[config.mk]
export PLATFORM = sky130hd
export DESIGN_NAME = cla_addsub_pipe
export DESIGN_NICKNAME = d
export VERILOG_FILES = /design/src/rtl/cla_addsub_pipe.sv
export SDC_FILE = /design/constraint.sdc
export NUM_CORES = 1
export LEC_CHECK = 0
export BUFFER_PORTS_ARGS = -buffer_cell sky130_fd_sc_hd__buf_4
export CAP_MARGIN = 10
export CORE_MARGIN = 2
export CORE_UTILIZATION = 40
export CTS_CLUSTER_DIAMETER = 40
export DETAILED_ROUTE_END_ITERATION = 12
export SETUP_SLACK_MARGIN = 0.05
export SYNTH_ARGS = -nofsm -noshare
export SYNTH_HDL_FRONTEND = slang
export SYNTH_HIERARCHICAL = 1
export SYNTH_SLANG_ARGS = --single-unit
[constraint.sdc]
create_clock -name clk -period 3.77 [get_ports clk]
set_clock_uncertainty 0.05 [all_clocks]
set_input_delay 0.5655 -clock clk [delete_from_list [all_inputs] [get_ports clk]]
set_output_delay 0.5655 -clock clk [all_outputs]
set_load 0.02 [all_outputs]
[src/rtl/cla_addsub_pipe.sv]
// cla_addsub_pipe: two-stage pipelined carry-lookahead adder/subtractor.
//   Stage 1 adds the low half of A + (sub ? ~B : B) + sub. Stage 2 adds the
//   high half using the registered low carry, then applies saturation and
//   produces the flags. A valid/ready handshake is used on both sides.
// Ports:
//   clk, rst              rising-edge clock, async active-high reset
//   in_valid/in_ready     input handshake (in_ready does not depend on in_valid)
//   A, B [WIDTH]          2's complement operands
//   sub, sat              per-transaction subtract / saturate controls
//   out_valid/out_ready   output handshake
//   Sum [WIDTH], N,Z,V,C  result and negative/zero/overflow/carry flags

// One CLA_W-bit lookahead block. It exports block propagate/generate so the
// next level can produce its carry-in without rippling through the block.
module cla_block #(
  parameter int W = 4
) (
  input  logic [W-1:0] a,
  input  logic [W-1:0] b,
  input  logic         cin,
  output logic [W-1:0] s,
  output logic         bp,
  output logic         bg
);
  logic [W-1:0] p, g, c;
  logic         acc, pr;

  always_comb begin
    p  = a ^ b;
    g  = a & b;
    c  = '0;
    c[0] = cin;
    // Carry into bit i = OR_j g[j]&p[i-1..j+1] | p[i-1..0]&cin, flattened.
    for (int i = 1; i < W; i++) begin
      acc = 1'b0;
      pr  = 1'b1;
      for (int j = W-1; j >= 0; j--) begin
        if (j < i) begin
          acc = acc | (pr & g[j]);
          pr  = pr & p[j];
        end
      end
      c[i] = acc | (pr & cin);
    end
    acc = 1'b0;
    pr  = 1'b1;
    for (int j = W-1; j >= 0; j--) begin
      acc = acc | (pr & g[j]);
      pr  = pr & p[j];
    end
    bg = acc;
    bp = pr;
    s  = p ^ c;
  end
endmodule

// HW-bit adder: an array of CLA blocks whose carries come from a second-level
// lookahead over the block P/G terms.
module cla_half #(
  parameter int HW    = 8,
  parameter int CLA_W = 4
) (
  input  logic [HW-1:0] a,
  input  logic [HW-1:0] b,
  input  logic          cin,
  output logic [HW-1:0] s,
  output logic          cout
);
  localparam int NB = HW / CLA_W;

  logic [NB-1:0] bp, bg;
  logic [NB:0]   cb;
  logic          acc, pr;

  cla_block #(.W(CLA_W)) u_blk [NB-1:0] (
    .a  (a),
    .b  (b),
    .cin(cb[NB-1:0]),
    .s  (s),
    .bp (bp),
    .bg (bg)
  );

  always_comb begin
    cb    = '0;
    cb[0] = cin;
    for (int k = 1; k <= NB; k++) begin
      acc = 1'b0;
      pr  = 1'b1;
      for (int j = NB-1; j >= 0; j--) begin
        if (j < k) begin
          acc = acc | (pr & bg[j]);
          pr  = pr & bp[j];
        end
      end
      cb[k] = acc | (pr & cin);
    end
  end

  assign cout = cb[NB];
endmodule

module cla_addsub_pipe #(
  parameter int WIDTH = 16,
  parameter int CLA_W = 4
) (
  input  logic             clk,
  input  logic             rst,
  input  logic             in_valid,
  output logic             in_ready,
  input  logic [WIDTH-1:0] A,
  input  logic [WIDTH-1:0] B,
  input  logic             sub,
  input  logic             sat,
  output logic             out_valid,
  input  logic             out_ready,
  output logic [WIDTH-1:0] Sum,
  output logic             N,
  output logic             Z,
  output logic             V,
  output logic             C
);
  localparam int HW = WIDTH / 2;

  logic             s1_adv, s2_adv;
  logic [WIDTH-1:0] bx;
  logic [HW-1:0]    lo_s, hi_s;
  logic             lo_c, hi_c;

  logic             s1_valid, s1_c, s1_sat;
  logic [HW-1:0]    s1_lo, s1_ahi, s1_bhi;

  logic [WIDTH-1:0] raw, res;
  logic             ovf;

  assign s2_adv   = !out_valid | out_ready;
  assign s1_adv   = !s1_valid | s2_adv;
  assign in_ready = s1_adv;

  assign bx = sub ? ~B : B;

  cla_half #(.HW(HW), .CLA_W(CLA_W)) u_lo (
    .a(A[HW-1:0]), .b(bx[HW-1:0]), .cin(sub), .s(lo_s), .cout(lo_c)
  );

  cla_half #(.HW(HW), .CLA_W(CLA_W)) u_hi (
    .a(s1_ahi), .b(s1_bhi), .cin(s1_c), .s(hi_s), .cout(hi_c)
  );

  // Signed overflow: operands agree in sign but the result does not. This is
  // the same as carry-out XOR carry-into-MSB, without exposing the inner carry.
  assign raw = {hi_s, s1_lo};
  assign ovf = (s1_ahi[HW-1] == s1_bhi[HW-1]) & (hi_s[HW-1] != s1_ahi[HW-1]);

  always_comb begin
    res = raw;
    if (s1_sat && ovf)
      res = raw[WIDTH-1] ? {1'b0, {(WIDTH-1){1'b1}}} : {1'b1, {(WIDTH-1){1'b0}}};
  end

  always_ff @(posedge clk or posedge rst) begin
    if (rst) begin
      s1_valid <= 1'b0;
      s1_lo    <= '0;
      s1_c     <= 1'b0;
      s1_ahi   <= '0;
      s1_bhi   <= '0;
      s1_sat   <= 1'b0;
    end else if (s1_adv) begin
      s1_valid <= in_valid;
      if (in_valid) begin
        s1_lo  <= lo_s;
        s1_c   <= lo_c;
        s1_ahi <= A[WIDTH-1:HW];
        s1_bhi <= bx[WIDTH-1:HW];
        s1_sat <= sat;
      end
    end
  end

  always_ff @(posedge clk or posedge rst) begin
    if (rst) begin
      out_valid <= 1'b0;
      Sum       <= '0;
      N         <= 1'b0;
      Z         <= 1'b0;
      V         <= 1'b0;
      C         <= 1'b0;
    end else if (s2_adv) begin
      out_valid <= s1_valid;
      if (s1_valid) begin
        Sum <= res;
        N   <= res[WIDTH-1];
        Z   <= (res == '0);
        V   <= ovf;
        C   <= hi_c;
      end
    end
  end
endmodule

==> summary.md, run 1 <==
| Metric | Value |
|---|---|
| Pleak | `0.001596 uW` |
| Share of layout cells above drive strength 1 | `30.19%` |
| Worst Setup End Kind | `flip-flop` |
| Final Hold Viols | `0` |
| Hpwl dp | `4085 um` |
| Seq/Total Area, Yosys | `42.50%` |
| Min-delay worst type | `input pin to flip-flop` |
| Compound-Gate Fraction of Synth Area | `14.74%` |
| Crit path from | `s1_ahi[2]$_DFFE_PP0P_` |
| Final net count | `375` |
| Main combinational cell family by area after synthesis | `compound AO/OA/AOI/OAI gates` |
| Fraction of registers with async set/reset | `100.0%` |
| Drt wl/cell | `13.38 um` |
| Antenna Nets Post-Route | `0` |
| Setup Crit Path Kind | `flip-flop to flip-flop` |
| Final period util | `83.80%` |
| Synth cell types | `40` |
| Crit path time final | `3.159 ns` |
| Final setup fails | `0` |
| Top cell type's share of synthesized area | `42.50%` |
| Part of the power in registers | `39.4%` |
| I/O Buffers | `59` |
| Gate power share | `45.6%` |
| GPL Wtd Cong | `0.7920` |
| Commonest cells in the netlist | `47 x dfrtp_1, 32 x nand2_1, 20 x a21oi_1` |
| HP Start | `in_valid` |
| Most common cell in the synthesized netlist | `dfrtp_1` |
| Vias post-DR | `2027` |
| DR vias/cell | `5.093` |
| Clock Tree Root | `clkbuf_8` |
| Post-CTS sizing | `0` |
| Ys Warns | `6` |
| H-Tree Level Count | `2` |
| Synth Instances | `260` |
| Vias in the first global route | `1955` |
| Chip Height | `87.18 um` |
| Crit path max fanout | `15` |
| Setup bufs post-CTS | `0` |
| Max_slew headroom | `34.83%` |
| Full die area | `0.007600 sq mm` |
| Top FF cell, synth | `dfrtp_1` |
| Fill count | `663` |
| Initial antenna violation count | `0` |
| Post-synth EDFFs | `0` |
| Synthesis-to-finish area growth | `20.93%` |
| Clock power share | `15.0%` |
| CTS tree | `done` |
| Detailed Routing Iterations Pass 1 | `4` |
| Clock latency on the worst-skew pair | `0.30 ns` |
| Synth Area in XOR/XNOR | `8.861%` |
| R2r startpoint | `s1_ahi[2]$_DFFE_PP0P_` |
| P_sw | `768.5 uW` |
| Switching share of power | `38.90%` |
| Mapped cell area | `0.002768 sq mm` |
| Synth area leader | `dfrtp_1` |
| Drt drc | `0` |
| Fmax | `0.3165 GHz` |
| Pin count of the biggest net entering global routing | `48` |
| Maximum vdd drop | `223.8 uV` |
| Internal Pwr Total | `1207 uW` |
| Gr ovfl total | `0` |
| PnR worst setup slack | `0.6108 ns` |
| GRT Overall Usage | `15.05%` |
| RSZ-0062 raised after global routing | `false` |
| CTS Buffer Depth | `2` |
| Syn Area/Cell | `10.64 sq um` |
| Register bit total from synthesis | `47` |
| CTS Hold Bufs | `0` |
| Clock Pin Slew Worst Setup and Hold Paths | `0.09 ns` |
| Starting Density | `40.96%` |
| Slack of the worst reg-to-reg path | `0.61 ns` |
| WL final | `5326 um` |
| Startpoint type of the worst setup path | `flip-flop` |
| Multiplexer share of the synthesized area | `8.137%` |
| Inserted Clock Buffers | `5` |
| Synth Area in Adders | `10.13%` |
| Pins Over Slew Limit | `0` |
| Worst slew pin tran | `0.9762 ns` |
| # IOs | `60` |
| Most area-consuming cells after synthesis | `dfrtp_1 42%, ha_1 7.2%, xor2_1 5.1%` |
| Worst EP required | `3.93 ns` |
| Max-cap violations | `0` |
| Outcome | `completed` |
| Initial DRC count | `103` |
| Global-route wire length before repair | `9011 um` |
| Synthesized net count | `318` |
| Antenna diodes | `0` |
| Core Box Area | `0.006756 sq mm` |
| Setup TNS | `0 ns` |
| Row count | `30` |
| Die outline width | `87.18 um` |
| Simple-gate share of the synthesized area | `13.25%` |
| Worst slack, placed | `0.6262 ns` |
| Clk sinks | `47` |
| Arrival time worst endpoint | `3.32 ns` |
| Pwr Density | `590.3 mW/mm^2` |
per-stage QoR:
step	power [uW]	hold WS [ns]	util [%]	cell area, sq um	std cells
after global routing	2128	0.4085	49.54	3347	398
final	1976	0.4167	49.54	3347	398
after global placement	1679	0.4174	48.30	3263	390
after floorplan	1380	0.4038	-	2768	260
after detailed placement	1701	0.4172	48.30	3263	390
after CTS	1997	0.4083	49.54	3347	398
cell families after synthesis:
kind of cell,Yosys count
adder cells (fa/ha/maj),20
flip-flops,47
AO/OA/AOI/OAI,66
buffers and inverters,12
XOR/XNOR,28
AND/OR/NAND/NOR,67
multiplexers,20
final timing paths:
kind                       depth (start not counted)               endpoint
hold / removal                                     2   s1_valid$_DFFE_PP0N_
hold reg to reg                                    2  s1_bhi[3]$_DFFE_PP0P_
setup / recovery                                  12          Z$_DFFE_PP0P_
setup reg to reg                                  12          Z$_DFFE_PP0P_
min in group asynchronous                          2    Sum[11]$_DFFE_PP0P_
max in group asynchronous                          2  s1_bhi[2]$_DFFE_PP0P_
power by group through the flow:
stage | clock, uW | sequential (uW) | combinational (uW)
6_report | 296 | 778 | 901
5_1_grt | 329 | 799 | 1000
4_1_cts | 305 | 781 | 912
3_5_place_dp | 0 | 791 | 910
3_3_place_gp | 0 | 784 | 894
2_1_floorplan | 0 | 873 | 507
state kept, by name, indices dropped and copies added (netlist names), 8 cells and up:
| name | count |
|---|---|
| Sum | 16 |
| s1_bhi | 8 |
| s1_ahi | 8 |
| s1_lo | 8 |
cell usage in the layout (no fill, tap or decap), drive strengths merged, types with 5 or more instances in the layout:
cell type   n
xnor2      12
a21oi      24
nand2      33
nand3       9
o21ai      25
ha         16
mux2       20
xor2       16
a21o       12
clkbuf      5
buf        61
dfrtp      47
worst max-delay path: stages (launching register included):
cell and delay, ns:
dfrtp_1 0.39, ha_1 0.36, a21oi_1 0.22, nand2_1 0.08, a21o_1 0.17, a21o_1 0.19, nand4_1 0.08, nand3_1 0.09
xor2_1 0.39, nor3b_1 0.36, o21ai_2 0.23, a2bb2o_4 0.26, o31ai_2 0.19
cell type report:
type                       instances  area (sq um)  area share, %
inverter                           1         3.754         0.1121
timing repair buffer              61         457.9          13.68
clock inverter                     3         15.01         0.4486
sequential                        47          1176          35.14
clock buffer                       5         68.82          2.056
tap                               80         100.1          2.991
multi-input combinational        201          1525          45.57
layer usage:
layer	share of wire [%]	wire [um]	GRT usage, %	up-vias
met3	3.8	200	3.412	2
met1	50	2638	21.41	947
li1	-	-	-	1038
met5	0	0	0	-
met2	46	2446	22.90	40
met4	0.75	40	4.615	0
(Power assumes the default switching activity.)
==> run 2, diff against run 1 <==
Clock period 3.77 ns to 3.2 ns, I/O delays scaled along.
==> run 2 against run 1 <==
Effect of this change:
- wire length down 2.6%
- setup slack worse by 0.33 ns
- flip-flop and latch count unchanged
- critical path depth down 2
- fmax up 8.3%
- sequential power up 18%
- cell count up 0.25%
- critical endpoint unchanged
- largest power group unchanged
==> summary.md, run 2 (synthesis gave the netlist of run 1 again) <==
| Metric | Value |
|---|---|
| Critical path cell sequence | `ha_2 > a21oi_2 > nand2_1 > a21o_1 > a21o_1 > fa_1 > or4_4 > nor3_2 > a2bb2o_4 > o31ai_2` |
| Die outline width | `87.18 um (unchanged)` |
| Post-CTS sizing | `0 (unchanged)` |
| Antenna Nets Post-Route | `0 (unchanged)` |
| Hpwl dp | `3950 um (-3.3%)` |
| Pwr Total | `2501 uW (+27%)` |
| WL final | `5185 um (-2.6%)` |
| Clk sinks | `47 (unchanged)` |
| Startpoint type of the worst setup path | `flip-flop` |
| Fin Hold WS | `0.3325 ns (-0.08416 ns)` |
| Setup bufs post-CTS | `0 (unchanged)` |
| Reg with most FFs | `Sum` |
| Antenna diodes | `0 (unchanged)` |
| Setup TNS | `0 ns (unchanged)` |
| Share of layout cells above drive strength 1 | `31.35% (+1.2 points)` |
| Final setup fails | `0 (unchanged)` |
| Clock Pin Slew Worst Setup and Hold Paths | `0.09 ns (about the same)` |
| Vias in the first global route | `1827 (-6.5%)` |
| Worst slew pin tran | `0.9613 ns (-0.01490 ns)` |
| GRT Overall Usage | `14.59% (-0.46 points)` |
| Final net count | `376 (+0.27%)` |
| Inserted Clock Buffers | `5 (unchanged)` |
| Initial DRC count | `76 (-26%)` |
| Final Hold Viols | `0 (unchanged)` |
| Full die area | `0.007600 sq mm (unchanged)` |
| Number of flip-flops in the largest register | `16 (unchanged)` |
| Setup Crit Path Kind | `flip-flop to flip-flop` |
| Final period util | `91.14% (+7.3 points)` |
| CTS Buffer Depth | `2 (unchanged)` |
| Pins Over Slew Limit | `0 (unchanged)` |
| Pin count of the biggest net entering global routing | `48 (unchanged)` |
| Vias post-DR | `1988 (-1.9%)` |
| Chip Height | `87.18 um (unchanged)` |
| DR vias/cell | `4.982 (-2.2%)` |
| Outcome | `completed` |
| I/O Buffers | `59 (unchanged)` |
| Detailed Routing Iterations Pass 1 | `4 (unchanged)` |
| RSZ-0062 raised after global routing | `false` |
| Starting Density | `40.96% (unchanged)` |
| Crit path time final | `2.916 ns (-0.2428 ns)` |
| Max_slew headroom | `35.82% (+1.0 points)` |
| Most used cell, CP | `a21o_1` |
| Pleak | `0.001615 uW (+1.2%)` |
| Synthesis-to-finish area growth | `23.42%` |
| Core Box Area | `0.006756 sq mm (unchanged)` |
| Maximum vdd drop | `241.3 uV (+7.8%)` |
| GPL Wtd Cong | `0.7922 (about the same)` |
| Crit path max fanout | `5 (-10)` |
| Gr ovfl total | `0 (unchanged)` |
| CTS Hold Bufs | `0 (unchanged)` |
| CP bufs+invs | `0 (unchanged)` |
| Area of the multi-input gates | `0.001534 sq mm (+0.57%)` |
| Drt wl/cell | `12.99 um (-2.9%)` |
| Slowest CP cell | `fa_1` |
| FF+latch area | `0.001176 sq mm (unchanged)` |
| Worst EP required | `3.36 ns (-0.57 ns)` |
| Top delay family on crit path | `compound AO/OA/AOI/OAI gates` |
| Min-delay worst type | `input pin to flip-flop` |
| Global-route wire length before repair | `8825 um (-2.1%)` |
| Clock Tree Root | `clkbuf_8` |
| H-Tree Level Count | `2 (unchanged)` |
| Critical Path Max Stage Delay | `0.46 ns (+0.07 ns)` |
| Clock latency on the worst-skew pair | `0.30 ns (about the same)` |
| Initial antenna violation count | `0 (unchanged)` |
| Most common cell after layout, fill and taps aside | `buf_4` |
| CTS tree | `done` |
| Arrival time worst endpoint | `3.08 ns (-0.24 ns)` |
| Commonest cells after routing, fill and taps aside | `62 x buf_4, 47 x dfrtp_1, 32 x nand2_1` |
| Pwr Density | `732.1 mW/mm^2 (+24%)` |
| Fmax | `0.3429 GHz (+8.3%)` |
| Max-cap violations | `0 (unchanged)` |
| Drt drc | `0 (unchanged)` |
| # IOs | `60 (unchanged)` |
| Row count | `30 (unchanged)` |
| Worst Setup End Kind | `flip-flop` |
| Fill count | `650 (-2.0%)` |
==> run 2: changes by cell type in the layout (fill, tap and decap cells not counted), sizes merged <==
cell,previous run,this run
bufinv,0,2
clkinv,3,0
buf,61,62
clkinvlp,0,1
==> run 2: final timing paths <==
check | from | to | slack [ns] | cells after the start
worst max-delay path | s1_ahi[2]$_DFFE_PP0P_ | Z$_DFFE_PP0P_ | 0.28 | 10
worst min-delay path | in_valid | s1_valid$_DFFE_PP0N_ | 0.33 | 2
worst max register to register | s1_ahi[2]$_DFFE_PP0P_ | Z$_DFFE_PP0P_ | 0.28 | 10
worst min register to register | V$_DFFE_PP0P_ | V$_DFFE_PP0P_ | 0.43 | 2
max in group asynchronous | rst | s1_bhi[1]$_DFFE_PP0P_ | 2.15 | 2
min in group asynchronous | rst | Sum[11]$_DFFE_PP0P_ | 0.35 | 2
==> run 2: metal layers <==
layer	share of wire (%)	wire, um	vias to the layer above	track usage (%)
li1	-	-	1043	-
met1	52	2678	903	21.36
met2	44	2278	36	22.00
met3	3.1	163	6	2.844
met4	1.2	64	0	4.196
met5	0	0	-	0
==> run 2: cell type report <==
class / count / share of cell area, %
Inverter: 1 / 0.1099
Clock buffer: 5 / 2.015
Tap cell: 80 / 2.930
Timing Repair Buffer: 62 / 13.63
Multi-Input combinational cell: 201 / 44.91
Sequential cell: 47 / 34.43
Clock inverter: 3 / 1.978
==> run 2: stage by stage <==
step / worst slack [ns] / cell area, sq um / util (%) / instances
floorplan: 0.2743 / 2768 / - / 260
global placement: 0.2588 / 3271 / 48.41 / 391
detailed placement: 0.2023 / 3271 / 48.41 / 391
CTS: 0.1776 / 3407 / 50.43 / 399
global route: 0.08189 / 3416 / 50.56 / 399
finish: 0.2836 / 3416 / 50.56 / 399
==> run 2: power by group <==
part / internal (uW) / switching [uW] / total, uW
clock network: 311 / 203 / 514
logic: 505 / 565 / 1070
registers: 778 / 138 / 916
